[config.mk]
export PLATFORM = sky130hd
export DESIGN_NAME = frequency_meter
export DESIGN_NICKNAME = d
export VERILOG_FILES = /design/src/rtl/frequency_meter.sv
export SDC_FILE = /design/constraint.sdc
export NUM_CORES = 1
export LEC_CHECK = 0
export BUFFER_PORTS_ARGS = -buffer_cell sky130_fd_sc_hd__buf_2
export CORE_UTILIZATION = 63
export DETAILED_ROUTE_END_ITERATION = 12
export PLACE_DENSITY = 0.84
export SLEW_MARGIN = 20
export SYNTH_ARGS = -nofsm -noshare
export SYNTH_HDL_FRONTEND = slang
export SYNTH_SLANG_ARGS = --single-unit
[constraint.sdc]
create_clock -name clk -period 5.7 [get_ports clk]
set_input_delay 0.855 -clock clk [delete_from_list [all_inputs] [get_ports clk]]
set_output_delay 0.855 -clock clk [all_outputs]
set_load 0.02 [all_outputs]
[src/rtl/frequency_meter.sv]
`default_nettype none
// ============================================================================
// Module   : frequency_meter
// Purpose  : Measures the frequency of an asynchronous input by counting its
//            synchronised rising edges over back-to-back gate windows of
//            GATE_CYCLES board-clock cycles. Each completed window reports its
//            edge count, saturated to COUNT_BITS, along with a one-cycle valid
//            pulse and a sticky-per-window overflow flag.
// Ports    : clk          in   board clock, all state on rising edge
//            rst          in   synchronous active-high reset
//            enable       in   1 = measure continuously, 0 = idle
//            signalIn     in   signal under test, asynchronous to clk
//            frequencyOut out  edge count of the last completed window
//            valid        out  one-cycle pulse when frequencyOut updates
//            overflow     out  last completed window saturated the counter
// Revision : 1.0 - initial release
// ============================================================================
module frequency_meter #(
  parameter int BOARD_CLOCK_FREQUENCY_IN_HZ = 100_000_000,
  parameter int GATE_FREQUENCY_IN_HZ        = 1,
  parameter int COUNT_BITS                  = 32
) (
  input  logic                  clk,
  input  logic                  rst,
  input  logic                  enable,
  input  logic                  signalIn,
  output logic [COUNT_BITS-1:0] frequencyOut,
  output logic                  valid,
  output logic                  overflow
);

  // Window length in board-clock cycles; must be at least 2.
  localparam int GATE_CYCLES = BOARD_CLOCK_FREQUENCY_IN_HZ / GATE_FREQUENCY_IN_HZ;
  localparam int GATE_BITS   = (GATE_CYCLES > 1) ? $clog2(GATE_CYCLES) : 1;

  localparam logic [GATE_BITS-1:0]  GATE_LAST = GATE_BITS'(GATE_CYCLES - 1);
  localparam logic [COUNT_BITS-1:0] COUNT_MAX = '1;

  typedef enum logic [0:0] {
    IDLE    = 1'b0,
    MEASURE = 1'b1
  } state_e;

  state_e                state_q;
  logic                  sync1_q;
  logic                  sync2_q;
  logic                  prev_q;
  logic [GATE_BITS-1:0]  gate_q;
  logic [COUNT_BITS-1:0] edge_cnt_q;
  logic                  sat_q;
  logic [COUNT_BITS-1:0] freq_q;
  logic                  valid_q;
  logic                  ovf_q;

  logic                  edge_d;
  logic                  at_max_d;
  logic                  sat_attempt_d;
  logic [COUNT_BITS-1:0] edge_cnt_d;
  logic [GATE_BITS-1:0]  gate_d;

  // Saturating "edgeCount + edge": the same value serves as the running count
  // inside the window and as the result latched in the terminal cycle, so an
  // edge landing in the terminal cycle belongs to the ending window.
  always_comb begin
    edge_d        = sync2_q & ~prev_q;
    at_max_d      = (edge_cnt_q == COUNT_MAX);
    sat_attempt_d = edge_d & at_max_d;
    edge_cnt_d    = edge_cnt_q;
    if (edge_d && !at_max_d) begin
      edge_cnt_d = edge_cnt_q + COUNT_BITS'(1);
    end
    gate_d = gate_q + GATE_BITS'(1);
  end

  always_ff @(posedge clk) begin
    if (rst) begin
      state_q    <= IDLE;
      sync1_q    <= 1'b0;
      sync2_q    <= 1'b0;
      prev_q     <= 1'b0;
      gate_q     <= '0;
      edge_cnt_q <= '0;
      sat_q      <= 1'b0;
      freq_q     <= '0;
      valid_q    <= 1'b0;
      ovf_q      <= 1'b0;
    end else begin
      // Synchroniser and history flop run regardless of state.
      sync1_q <= signalIn;
      sync2_q <= sync1_q;
      prev_q  <= sync2_q;
      valid_q <= 1'b0;

      case (state_q)
        IDLE: begin
          gate_q     <= '0;
          edge_cnt_q <= '0;
          sat_q      <= 1'b0;
          if (enable) begin
            state_q <= MEASURE;
          end
        end

        MEASURE: begin
          if (!enable) begin
            // Partial window is discarded; published results hold.
            state_q    <= IDLE;
            gate_q     <= '0;
            edge_cnt_q <= '0;
            sat_q      <= 1'b0;
          end else if (gate_q == GATE_LAST) begin
            freq_q     <= edge_cnt_d;
            ovf_q      <= sat_q | sat_attempt_d;
            valid_q    <= 1'b1;
            gate_q     <= '0;
            edge_cnt_q <= '0;
            sat_q      <= 1'b0;
          end else begin
            gate_q     <= gate_d;
            edge_cnt_q <= edge_cnt_d;
            if (sat_attempt_d) begin
              sat_q <= 1'b1;
            end
          end
        end

        default: begin
          state_q <= IDLE;
        end
      endcase
    end
  end

  assign frequencyOut = freq_q;
  assign valid        = valid_q;
  assign overflow     = ovf_q;

endmodule
`default_nettype wire

==> flow_summary.json <==
{
  "status": "complete, but fails checks",
  "violations": "DRC",
  "finalCritPeriodShare_pct": 49.0,
  "vias": 3249,
  "synth_edf_count": 0,
  "synth_nets": 445,
  "netlist.area_leader.share_pct": 46.4,
  "die_area_mm2": 0.00704,
  "maxCapViolations": 0,
  "ios": 38,
  "antenna_found_initial": 0,
  "ys_warn_count": 0,
  "holdCritPathClass": "flop to flop",
  "wl_met2_um": 4190,
  "yosys_register_bits": 98,
  "antenna_cells": 0,
  "cts_resized": 0,
  "cts_sinks": 98,
  "async_flop_share_pct": 0,
  "worst_pin_slew_ns": 1.01,
  "hold_ws_ns": 0.449,
  "fmax_ghz": 0.358,
  "synth_top_family_by_area": "simple AND/OR/NAND/NOR gates",
  "synthCells": 439,
  "drt-wirelength-per-cell_um": 15.6,
  "start_util_pct": 65.8,
  "p_leak_nw": 1.59,
  "synth_mux_area_share_pct": 0.237,
  "grt_pass1_vias": 3147,
  "vias_per_cell": 5.88,
  "finalCriticalPeriod_ns": 2.79,
  "relSlewSlack_pct": 32.5,
  "cp_max_fo": 33,
  "dieHeight_um": 83.9,
  "rsz0062_at_grt": "false",
  "synthSimpleGateAreaFrac_pct": 27.5,
  "top_layer": "met4",
  "synth.top_cells.by_area": "dfxtp_1 46%, nor2_1 9.1%, a211oi_2 8.9%",
  "drive_above_1_share_pct": 21.4,
  "drc": 5,
  "fillers": 463,
  "post_cts_buffers": 0,
  "synth_area_per_cell_um2": 9.63,
  "routedLengthMet1_um": 3840,
  "power_density_mw_per_mm2": 254,
  "rows": 29,
  "dr.pass1.iters": 9,
  "start_kind": "flop",
  "pre_cts_slack_ns": 2.54,
  "synth_xor_area_share_pct": 11.6,
  "grt-ovfl-total": 0,
  "finalHoldViolCount": 0,
  "fin_ws_ns": 2.91,
  "fin_nets": 477,
  "clkTransAtPathRegs_ns": 0.09,
  "ir_drop_uv": 166,
  "yosysMostFrequentCell": "nor2_1",
  "core_area_mm2": 0.00642,
  "clk_latency_ns": 0.37,
  "postRouteAntennaNets": 0,
  "final_area_mm2": 0.00463,
  "end_kind": "flop",
  "regArea_mm2": 0.00196,
  "fin_util_pct": 72.0,
  "multi_input_area_mm2": 0.00214,
  "hold_buffers": 0,
  "gp_congestion": 0.821,
  "synth_top_flop_cell": "dfxtp_1",
  "finalWirelength_um": 8640,
  "synth_fa_ha_area_share_pct": 0.592,
  "htree_levels": 3,
  "cts_tree": "built",
  "track_usage_pct": 25.9,
  "cts_made_buffers": 9,
  "final.setup.tns_ns": 0,
  "cts-root-buf": "clkbuf_8",
  "yosys.area.top_type": "dfxtp_1",
  "dr_wl_met3_um": 383,
  "critPathArrivalTime_ns": 3.04,
  "ys_seq_area_share_pct": 46.4,
  "clockBufferDepth": 2,
  "areaGrowthSynthToFinish_pct": 9.41,
  "detailed_place.area_mm2": 0.00441,
  "crit_required_ns": 5.94,
  "drtIter0Drc": 251,
  "grt_pass1_wl_um": 14500,
  "synth_compound_area_share_pct": 10.7,
  "dp_hpwl_um": 5830,
  "grt_max_degree": 62,
  "portBuffers": 37,
  "synth_common_cells": "103 x nor2_1, 98 x dfxtp_1, 37 x xor2_1, 32 x nand3_1, 30 x a211oi_2",
  "synth_cell_type_count": 40,
  "finClkSkew_ns": 0.00777,
  "drv_slew": 0,
  "setup_viol": 0,
  "worstSetupPathType": "flop to flop",
  "syn_area_mm2": 0.00423,
  "die_x_um": 83.9
}
[worst paths after layout]
check	start	to	slack [ns]	depth (start not counted)
worst max register to register	gate_q[18]	edge_cnt_q[1]	2.91	6
worst max-delay path	gate_q[18]	edge_cnt_q[1]	2.91	6
worst min-delay path	sync1_q	sync2_q	0.45	1
worst min register to register	sync1_q	sync2_q	0.45	1
[through the flow]
step           total power, W  std cells
6_report              0.00117        553
3_5_place_dp         0.000717        537
4_1_cts               0.00118        553
5_1_grt               0.00120        553
2_1_floorplan        0.000714        439
3_3_place_gp         0.000716        537
[kinds of logic (layout without fill, tap and decap cells)]
kind of cell,Yosys count,in the layout
buffers and inverters,21,58
multiplexers,1,1
adder cells (fa/ha/maj),2,2
AO/OA/AOI/OAI,37,37
AND/OR/NAND/NOR,224,224
flip-flops,98,98
XOR/XNOR,56,56
[flip-flops by register name (all words and copies together) (netlist names)]
register      cells
edge_cnt_q       32
frequencyOut     32
gate_q           27
overflow          1
prev_q            1
sat_q             1
state_q           1
sync1_q           1
sync2_q           1
valid             1
[final cells by class]
class / instances / share of cell area [%]
Multi-Input combinational cell: 320 / 46.2
Clock buffer: 12 / 3.57
Inverter: 2 / 0.162
Timing Repair Buffer: 40 / 4.49
Tap cell: 77 / 2.08
Sequential cell: 98 / 42.4
Clock inverter: 4 / 1.05
[power breakdown]
part           internal (W)  switching [W]   total, W
combinational    0.00000263      0.0000117  0.0000143
sequential         0.000685    0.000000666   0.000686
clock              0.000238       0.000236   0.000474
[layer usage]
layer  GRT usage (%)  vias up
met5               0        -
met3            4.45       23
met2            42.1       95
met4            13.2        0
li1                -     1585
met1            33.1     1546
[critical path: stages (launching register included)]
cell and delay, ns:
dfxtp_1 0.44, or4b_1 0.53, nor3_1 0.26, nand3_1 0.18
nand2_1 0.69, buf_4 0.47, nor2_1 0.10
[layout by cell type (no fill, tap or decap), types with 2 or more instances in the layout]
master,count
a211oi_1,4
nor2_1,103
a211oi_4,2
nand4_1,17
xnor2_1,19
a211oi_2,30
inv_1,2
buf_2,37
and4_1,2
nand2_1,19
xor2_1,37
nand4_2,2
and3_1,12
buf_4,3
nand3_1,32
nor3_1,9
nor2b_1,6
nand4b_1,2
nor4_1,4
nand3_2,2
or4b_1,2
ha_1,2
clkbuf_8,12
clkinv_2,2
dfxtp_1,98
Note: power is estimated with default switching activity, not from simulation.
